`src/rtl/embed_fetcher.sv`:
```
// rtl/embed_fetcher.sv - token-id to embedding-vector streaming fetcher
//
// Reads token ids from the encoder output RAM, looks up each id's embedding
// vector in the embedding RAM and streams the elements one by one over a
// valid/ready handshake.
//
// Ports:
//   clk, rst_n       clock, asynchronous active-low reset
//   cs               run enable; low aborts any run and returns to idle
//   enc_done         encoder finished, tok_count is valid
//   tok_count        number of token ids to stream (0..2^ADDR_WIDTH)
//   tok_addr/data    encoder output RAM read port (combinational read)
//   emb_addr/data    embedding RAM read port (combinational read)
//   out_valid/ready  output handshake
//   out_data         embedding element
//   out_last         last element of the current token's vector
//   out_tok          token index of the element on out_data
//   done             all tokens streamed
module embed_fetcher #(
  parameter int ADDR_WIDTH = 4,
  parameter int DATA_WIDTH = 8,
  parameter int EMB_DIM    = 4,
  parameter int EMB_WIDTH  = 8
) (
  input  logic                                   clk,
  input  logic                                   rst_n,
  input  logic                                   cs,
  input  logic                                   enc_done,
  input  logic [ADDR_WIDTH:0]                    tok_count,
  output logic [ADDR_WIDTH-1:0]                  tok_addr,
  input  logic [DATA_WIDTH-1:0]                  tok_data,
  output logic [DATA_WIDTH+$clog2(EMB_DIM)-1:0]  emb_addr,
  input  logic [EMB_WIDTH-1:0]                   emb_data,
  output logic                                   out_valid,
  input  logic                                   out_ready,
  output logic [EMB_WIDTH-1:0]                   out_data,
  output logic                                   out_last,
  output logic [ADDR_WIDTH-1:0]                  out_tok,
  output logic                                   done
);

  localparam int JW = $clog2(EMB_DIM);
  localparam int EW = DATA_WIDTH + JW;

  localparam logic [2:0] S_IDLE     = 3'd0;
  localparam logic [2:0] S_WAIT_ENC = 3'd1;
  localparam logic [2:0] S_READ_TOK = 3'd2;
  localparam logic [2:0] S_FETCH    = 3'd3;
  localparam logic [2:0] S_EMIT     = 3'd4;
  localparam logic [2:0] S_DONE     = 3'd5;

  logic [2:0]            r_state;
  logic [ADDR_WIDTH:0]   r_count;
  logic [ADDR_WIDTH-1:0] r_t;
  logic [JW-1:0]         r_j;
  logic [EW-1:0]         r_emb_addr;
  logic                  r_out_valid;
  logic [EMB_WIDTH-1:0]  r_out_data;
  logic                  r_out_last;
  logic [ADDR_WIDTH-1:0] r_out_tok;
  logic                  r_done;

  logic                  w_hs;
  logic                  w_last_elem;
  logic [ADDR_WIDTH:0]   w_t_next;
  logic                  w_more_tok;

  assign w_hs        = r_out_valid & out_ready;
  // EMB_DIM is a power of two, so the last element index is all ones.
  assign w_last_elem = &r_j;
  // One bit wider than t so that count = 2^ADDR_WIDTH compares without wrap.
  assign w_t_next    = {1'b0, r_t} + {{ADDR_WIDTH{1'b0}}, 1'b1};
  assign w_more_tok  = (w_t_next < r_count);

  always_ff @(posedge clk or negedge rst_n) begin
    if (!rst_n) begin
      r_state     <= S_IDLE;
      r_count     <= '0;
      r_t         <= '0;
      r_j         <= '0;
      r_emb_addr  <= '0;
      r_out_valid <= 1'b0;
      r_out_data  <= '0;
      r_out_last  <= 1'b0;
      r_out_tok   <= '0;
      r_done      <= 1'b0;
    end else if (!cs) begin
      // Abort has priority over everything, including a pending handshake.
      r_state     <= S_IDLE;
      r_t         <= '0;
      r_j         <= '0;
      r_out_valid <= 1'b0;
      r_out_last  <= 1'b0;
      r_done      <= 1'b0;
    end else begin
      case (r_state)
        S_IDLE: begin
          r_state <= S_WAIT_ENC;
        end
        S_WAIT_ENC: begin
          if (enc_done) begin
            r_count <= tok_count;
            if (tok_count == '0) begin
              r_done  <= 1'b1;
              r_state <= S_DONE;
            end else begin
              r_t     <= '0;
              r_state <= S_READ_TOK;
            end
          end
        end
        S_READ_TOK: begin
          r_emb_addr <= {tok_data, {JW{1'b0}}};
          r_j        <= '0;
          r_state    <= S_FETCH;
        end
        S_FETCH: begin
          r_out_data  <= emb_data;
          r_out_valid <= 1'b1;
          r_out_last  <= w_last_elem;
          r_out_tok   <= r_t;
          r_state     <= S_EMIT;
        end
        S_EMIT: begin
          if (w_hs) begin
            r_out_valid <= 1'b0;
            if (!w_last_elem) begin
              r_j        <= r_j + 1'b1;
              r_emb_addr <= r_emb_addr + 1'b1;
              r_state    <= S_FETCH;
            end else if (w_more_tok) begin
              r_t     <= w_t_next[ADDR_WIDTH-1:0];
              r_state <= S_READ_TOK;
            end else begin
              r_done  <= 1'b1;
              r_state <= S_DONE;
            end
          end
        end
        S_DONE: begin
          r_state <= S_DONE;
        end
        default: begin
          r_state <= S_IDLE;
        end
      endcase
    end
  end

  // tok_addr is the token index itself: it only ever advances while t < count-1.
  assign tok_addr  = r_t;
  assign emb_addr  = r_emb_addr;
  assign out_valid = r_out_valid;
  assign out_data  = r_out_data;
  assign out_last  = r_out_last;
  assign out_tok   = r_out_tok;
  assign done      = r_done;

endmodule

```
`config.mk`:
```
export PLATFORM = sky130hd
export DESIGN_NAME = embed_fetcher
export DESIGN_NICKNAME = d
export VERILOG_FILES = /design/src/rtl/embed_fetcher.sv
export SDC_FILE = /design/constraint.sdc
export NUM_CORES = 1
export LEC_CHECK = 0
export ABC_AREA = 1
export BUFFER_PORTS_ARGS = -buffer_cell sky130_fd_sc_hd__buf_4
export CAP_MARGIN = 10
export CORE_MARGIN = 3
export CORE_UTILIZATION = 57
export DETAILED_ROUTE_END_ITERATION = 8
export GPL_ROUTABILITY_DRIVEN = 1
export GPL_TIMING_DRIVEN = 0
export MAX_ROUTING_LAYER = met4
export PLACE_DENSITY_LB_ADDON = 0.25
export SYNTH_ARGS = -nofsm -noshare
export SYNTH_HDL_FRONTEND = slang
export SYNTH_SLANG_ARGS = --single-unit
export TNS_END_PERCENT = 100
```
`constraint.sdc`:
```
create_clock -name clk -period 2.8 [get_ports clk]
set_clock_uncertainty 0.05 [all_clocks]
set_input_delay 0.28 -clock clk [delete_from_list [all_inputs] [get_ports clk]]
set_output_delay 0.28 -clock clk [all_outputs]
set_load 0.05 [all_outputs]
```
After elaboration in Yosys (flattened, before gate mapping)
Cells that the tools add are included.
Widths: inputs -> output; s select.
{"block": "op_classes", "n_addsub": 3, "n_lt_le_gt_ge": 1, "eq_ne": 19, "muxes": 33, "bitwise_logic": 1, "reduce_logical": 12}
{"op": "$mux 4", "count": 6}
{"op": "$ne 3x3->1 const B", "count": 8}
{"op": "$mux 10", "count": 2}
{"op": "$pmux 10 s2", "count": 1}
{"op": "$mux 3", "count": 6}
{"op": "$pmux 3 s6", "count": 1}
{"op": "$reduce_and 6->1", "count": 2}
{"op": "$add 10x1->10 const B", "count": 1}
{"op": "$mux 1", "count": 10}
{"op": "$ne 3x1->1 const B", "count": 3}
{"op": "$pmux 4 s2", "count": 1}
{"op": "$reduce_and 2->1", "count": 4}
{"op": "$eq 3x2->1 const B", "count": 2}
{"op": "$eq 3x3->1 const B", "count": 2}
{"op": "$mux 2", "count": 3}
{"op": "$reduce_and 3->1", "count": 2}
{"op": "$add 4x1->5 const B", "count": 1}
{"op": "$logic_not 5->1", "count": 1}
{"op": "$lt 5x5->1", "count": 1}
{"op": "$ne 2x2->1 const B", "count": 2}
{"op": "$pmux 1 s2", "count": 2}
{"op": "$pmux 2 s2", "count": 1}
{"op": "$reduce_and 4->1", "count": 1}
{"op": "$eq 3x1->1 const B", "count": 1}
{"op": "other kinds (5)", "count": 5}
{"block": "word_totals", "ff_bits": 39, "word_cells": 79}

Longest topological paths before layout
Gate-level depths: netlist of run 1.
{"block": "logic_depth", "ltp_word": 7, "depth_mapped": 14, "depth_no_buf": 14}

Worst setup path before layout of run 1
OpenSTA, ideal clock, no wires.
{"block": "synth_timing", "kind": "register to register", "from": "register r_t[0] (netlist: tok_addr[0])", "to": "register r_t[0] (netlist: tok_addr[0])", "t_arrival_ns": 2.030, "t_required_ns": 2.630, "setup_slack_ns": 0.600, "path_stages_with_launch": 14, "path_buffers": 0, "path_cell_list": "dfrtp_1 > ha_1 > xor2_1 > ha_1 > nand2_1 > nand2_1 > nand2_1 > nand3_1 > nand2_1 > nand2_1 > nand2_1 > nand2_2 > nand2_1 > nand2_1"}
{"block": "synth_between", "elab_chain_len": 6, "elab_cells_between_ends": 9, "cone_classes": "add/sub: 1; order compare: 1; eq/ne: 1; mux: 5; reduce/logical: 1"}
{"item": "start, declared", "line_no": "54", "text": "logic [ADDR_WIDTH-1:0] r_t;"}
{"item": "start signal, assigned", "line_no": "132", "text": "r_t <= w_t_next[ADDR_WIDTH-1:0];"}
{"item": "$add 4x1->5 *", "line_no": "72", "text": "assign w_t_next = {1'b0, r_t} + {{ADDR_WIDTH{1'b0}}, 1'b1};"}
{"item": "parallel branches: the longest is 5 deep, another holds $lt 5x5->1"}
Every way passes the cells marked *. The select of a mux whose other input is x is not followed.
A chain may end at the register's enable or synchronous reset.

Worst setup path after layout of run 1
{"block": "layout_timing", "from": "register r_t[0] (netlist: tok_addr[0])", "to": "register r_t[3] (netlist: tok_addr[3])"}
The elaborated chain is that of the path after synthesis.

==> flow_summary.ini, run 1 <==
[clock_tree]
numCtsBuffers = 5
cts_tree = done
path_clk_slew_ps = 80
clock_latency_ps = 290
clockBufferDepth = 2
cts_hold_buf = 1
htree_num_levels = 2
cts_sinks = 39
post_cts_buffers = 0
root_buffer = clkbuf_8
cts_resized = 0

[setup_path]
cp_cell_sequence = ha_1 > xor2_1 > ha_1 > nand2_1 > nand2_1 > nand2_1 > nand3_1 > nand2_1 > nand2_1 > nand2_1 > nand2_2 > nand2_1 > nand2_1
reg2reg_depth = 13
arrival_ps = 2360
crit_path_start_kind = flip-flop
critical_path_class = reg2reg
slowest_delay_ps = 470
path_buf_inv = 0
ff2ff_setup_slack_ps = 580
crit_top_cell = nand2_1
worstReg2RegStart = tok_addr[0]
crit_family = simple AND/OR/NAND/NOR gates
r2r-end = tok_addr[3]
critPathCaptureType = flip-flop
crit_path_max_fanout = 7
crit_slowest_cell = dfrtp_1
critical_path_required_ps = 2940

[global_route]
grt_pass1_wl_microns = 7780
grt_pass1_vias = 1796
antenna_found_initial = 0
grt_max_degree = 40
track_usage_pct = 23.3
overflow = 0

[floorplanning]
io_pins = 55
row_count = 21
core_sq_mm = 0.00352
die_height_microns = 68.0
die_width_microns = 68.0
initial_utilization_pct = 62.2
die_area_sq_mm = 0.00462

[route]
wl_microns = 4700
drc = 0
drtPass1Iterations = 4
drt-wirelength-per-cell_microns = 13.2
via_per_inst = 5.29
num_vias = 1884
drtIter0Drc = 127
final_antenna_net_count = 0

[synth]
synth_top_family_by_area = simple AND/OR/NAND/NOR gates
synth_xor_xnor_area_share_pct = 2.40
synthArstFlopShare_pct = 100
synth-seq-area-share_pct = 44.5
synthMuxAreaShare_pct = 7.37
synth_ff_type = dfrtp_1
syn_avg_cell_area_sq_um = 8.87
synth-edff-count = 0
synth.distinct_cells = 34
synth-seq-cells = 39
synthCells = 247
yosysTopAreaCellShare_pct = 44.5
syn_nets = 280
yosys.area_share.simple_pct = 27.0
synthAdderAreaFrac_pct = 4.00
syn_area_sq_mm = 0.00219
netlist.top_cell.by_area = dfrtp_1
synth_area_leaders = dfrtp_1 45%, nand2_1 9.8%, mux2_4 4.8%
synth-compound-area-share_pct = 8.68
yosys_warnings = 0

[sta]
fmax_mhz = 451
post-route-period-util_pct = 79.2
whs_ps = 163
finalSetupViolations = 0
worst_pin_slew_ps = 488
fin_setup_tns_ps = 0
hold_violations = 0
final-max-slew-violation-count = 0
layout_min_cycle_time_ps = 2220
relSlewSlack_pct = 67.5
rsz0062_at_grt = false

[layout]
syn_to_final_growth_pct = 25.5
drive_gt1_share_pct = 33.5
mostFrequentLayoutCells = 57 x nand2_1, 55 x buf_4, 39 x dfrtp_1
num_antenna_cells = 0
fin_nets = 342
final.fill_count = 265
stdcell_count = 356
final_common_cell = nand2_1
fin_util_pct = 78.1

[placement]
hpwl_microns = 3520
place.port_buffers = 54
dp_cells = 347
place_congestion = 0.892

[outcome]
status = finished clean

[worst_hold_path]
hold_path_end = out_data[5]
hold_path.startpoint = emb_data[5]
min_path_type = in2reg
holdPathStages = 2

[power]
powerDensity_mw_per_mm2 = 959
p_leak_uw = 0.00143
max-vdd-ir-drop_uv = 555

[run]
cap_violations = 0
-- area by class of cell --
type	instances	area, sq um	area share [%]
Multi-Input combinational cell	180	1080	39.4
Inverter	24	90.1	3.28
Clock inverter	2	12.5	0.455
Buffer	4	41.3	1.50
Timing Repair Buffer	55	415	15.1
Clock buffer	6	72.6	2.64
Tap cell	46	57.6	2.09
Sequential cell	39	976	35.5
-- power by group --
group	internal, uW	switching (uW)	leakage [uW]	total (uW)
clock network	174	195	0.0000412	369
logic	467	914	0.000886	1380
registers	744	144	0.000500	887
-- registers in the layout, indices dropped and copies added (netlist names) --
register	cells
out_last	1
r_state	3
out_data	8
emb_addr	10
r_count	5
out_valid	1
r_j	2
out_tok	4
done	1
tok_addr	4
-- worst max path at each step --
stage | from | endpoint | slack [ps] | cells after the start
floorplan | tok_addr[0] | tok_addr[0] | 600 | 13
global placement | tok_addr[0] | tok_addr[3] | 680 | 13
detailed placement | tok_addr[0] | tok_addr[0] | 620 | 13
CTS | tok_addr[0] | tok_addr[0] | 600 | 13
global route | tok_addr[0] | tok_addr[0] | 370 | 13
finish | tok_addr[0] | tok_addr[3] | 580 | 13
-- layer usage --
metal	global-route usage [%]	share of wire [%]	vias up
li1	-	-	938
met1	28.4	43	875
met2	36.8	47	60
met3	5.09	8.0	11
met4	10.7	1.9	0
met5	-	0	-
-- cell usage after synthesis (2+ instances only) --
library cell	count
or2_2	2
nand3_1	13
nand2_2	5
mux2_4	7
xnor2_1	2
dfrtp_1	39
a21oi_1	6
mux2_2	5
nand2_1	57
o21ai_2	3
inv_2	6
xor2_1	4
o211ai_1	2
buf_6	3
o21ai_1	5
nor3_1	2
ha_1	7
nand3_2	4
nor2_4	2
nand3b_1	3
o21ai_0	13
inv_1	18
nor2_1	27
nand4_1	2
-- stage by stage --
stage / power (uW) / setup WS [ps] / cell area [sq um]
after floorplan: 1890 / 600 / 2190
after global placement: 2230 / 680 / 2650
after detailed placement: 2270 / 621 / 2650
after CTS: 2650 / 596 / 2750
after global routing: 2810 / 370 / 2750
final: 2640 / 582 / 2750
-- logic make-up (layout without fill, tap and decap cells) --
family                     count (synthesis)  count (layout)
AOI/OAI and AO/OA                         33              33
xor gates and xnor gates                   6               6
adders and majority gates                  7               7
buffers and inverters                     28              91
DFF                                       39              39
muxes                                     12              12
and+or+nand+nor                          122             122
-- worst reg2reg max path, cell delays in order, from the launching register on --
cell and delay (ps):
dfrtp_1 470, ha_1 260, xor2_1 210, ha_1 290
nand2_1 70, nand2_1 50, nand2_1 60, nand3_1 110
nand2_1 80, nand2_1 90, nand2_1 170, nand2_2 100
nand2_1 70, nand2_1 40
(Power assumes the default switching activity.)
==> run 2: changes to the inputs <==
--- a/config.mk
+++ b/config.mk
@@ -9,7 +9,7 @@
 export BUFFER_PORTS_ARGS = -buffer_cell sky130_fd_sc_hd__buf_4
 export CAP_MARGIN = 10
 export CORE_MARGIN = 3
-export CORE_UTILIZATION = 57
+export CORE_UTILIZATION = 53
 export DETAILED_ROUTE_END_ITERATION = 8
 export GPL_ROUTABILITY_DRIVEN = 1
 export GPL_TIMING_DRIVEN = 0
==> constraint.sdc (replaced) <==
create_clock -name clk -period 2.3 [get_ports clk]
set_clock_uncertainty 0.05 [all_clocks]
set_input_delay 0.23 -clock clk [delete_from_list [all_inputs] [get_ports clk]]
set_output_delay 0.23 -clock clk [all_outputs]
set_load 0.05 [all_outputs]
==> run 2 against run 1 <==
Effect of this change:
- non-clock buffer count unchanged
- register-to-register slack got worse by 410 ps
- largest cell class unchanged
- worst hold slack got worse by 38 ps
==> flow_summary.ini, run 2 (synthesized netlist as in run 1, its figures left out) <==
[outcome]
status = finished clean

[placement]
hpwl_microns = 3490
place.port_buffers = 54
placed_cell_area_sq_mm = 0.00266
place_congestion = 0.919

[sta]
fmax_mhz = 471
finalSetupViolations = 0
final-max-slew-violation-count = 0
hold_violations = 0
layout_min_cycle_time_ps = 2130
relSlewSlack_pct = 67.2
rsz0062_at_grt = false
post-route-period-util_pct = 92.4
worst_pin_slew_ps = 492
fin_setup_tns_ps = 0

[layout]
mostFrequentLayoutCells = 57 x nand2_1, 55 x buf_4, 38 x dfrtp_1
final_common_cell = nand2_1
drive_gt1_share_pct = 34.2
largest_register_ffs = 10
multi_input_area_sq_mm = 0.00108
register_area_sq_um = 977
fin_nets = 342
final.fill_count = 296
num_antenna_cells = 0
syn_to_final_growth_pct = 25.6
design_area_sq_mm = 0.00275

[route]
wl_microns = 4620
num_vias = 1850
drtIter0Drc = 73
drt-wirelength-per-cell_microns = 12.9
final_antenna_net_count = 0
drc = 0
via_per_inst = 5.17
drtPass1Iterations = 4

[power]
max-vdd-ir-drop_uv = 617
powerDensity_mw_per_mm2 = 1160
power_uw = 3190
p_leak_uw = 0.00143

[global_route]
grt_max_degree = 40
overflow = 0
antenna_found_initial = 0
track_usage_pct = 20.0
grt_pass1_vias = 1748
grt_pass1_wl_microns = 7840

[setup_path]
crit_path_start_kind = flip-flop
crit_top_cell = nand2_1
critical_path_class = reg2reg
path_buf_inv = 0
arrival_ps = 2260
slowest_delay_ps = 470
cp_cell_sequence = ha_1 > xor2_1 > ha_1 > nand2_1 > nand2_1 > nand2_1 > nand3_1 > nand2_1 > nand2_1 > nand2_1 > nand2_2 > nand2_1 > nand2_1
crit_family = simple AND/OR/NAND/NOR gates
crit_path_max_fanout = 7
critical_path_required_ps = 2430
critPathCaptureType = flip-flop
crit_slowest_cell = dfrtp_2

[clock_tree]
numCtsBuffers = 5
path_clk_slew_ps = 80
root_buffer = clkbuf_8
clockBufferDepth = 2
clock_latency_ps = 290
post_cts_buffers = 0
cts_tree = done
cts_sinks = 39
htree_num_levels = 2

[floorplanning]
core_sq_mm = 0.00383
row_count = 22
die_width_microns = 70.3
die_height_microns = 70.3
io_pins = 55
die_area_sq_mm = 0.00494
initial_utilization_pct = 57.3

[run]
cap_violations = 0

[worst_hold_path]
min_path_type = in2reg
[run 2: cell types whose count changed in the layout (fill, tap and decap cells not counted), sizes merged]
cell | previous run | this run
clkinv | 1 | 3
clkinvlp | 1 | 0
clkbuf | 6 | 5
[run 2: where the power goes]
part           internal, uW  total (uW)  switching [uW]
Clock                   208         446             238
Combinational           569        1670            1100
Sequential              905        1080             174
[run 2: final timing paths]
| check | from | end | slack (ps) | depth (start not counted) |
|---|---|---|---|---|
| setup reg to reg | tok_addr[0] | tok_addr[2] | 170 | 13 |
| setup / recovery | tok_addr[0] | tok_addr[2] | 170 | 13 |
| hold / removal | emb_data[6] | out_data[6] | 120 | 2 |
| max in group asynchronous | rst_n | tok_addr[0] | 1440 | 2 |
| min in group asynchronous | rst_n | out_data[7] | 400 | 2 |
| hold reg to reg | r_count[4] | r_count[4] | 450 | 2 |
[run 2: area by class of cell]
| type | instances | area share [%] |
|---|---|---|
| multi-input combinational | 180 | 39.4 |
| sequential | 39 | 35.5 |
| timing repair buffer | 55 | 15.1 |
| inverter | 24 | 3.27 |
| clock buffer | 5 | 2.50 |
| tap | 48 | 2.18 |
| buffer | 4 | 1.50 |
| clock inverter | 3 | 0.546 |
[run 2: metal layers]
layer | global-route usage, % | share of wire [%] | wire (microns) | vias to the layer above
met5 | - | 0 | 0 | -
met4 | 4.89 | 0.95 | 44 | 0
met3 | 5.61 | 5.8 | 269 | 6
met2 | 30.5 | 47 | 2180 | 53
met1 | 26.3 | 46 | 2130 | 858
li1 | - | - | - | 933
[run 2: through the flow]
stage / hold WS (ps) / util (%) / std cells / worst slack, ps
2_1_floorplan: -116 / - / 247 / 100
5_1_grt: 113 / 71.9 / 358 / 20.0
6_report: 125 / 71.9 / 358 / 175
4_1_cts: 115 / 71.9 / 358 / 120
3_3_place_gp: 181 / 69.4 / 349 / 180
3_5_place_dp: 185 / 69.4 / 349 / 141
[run 2: repair_timing]
| action | 4_1_cts | 5_1_grt |
|---|---|---|
| resized for setup | 0 | 1 |
| endpoints found under the hold margin | 39 | 0 |
| hold buffers | 1 | 0 |
| endpoints found under the setup margin | 0 | 4 |
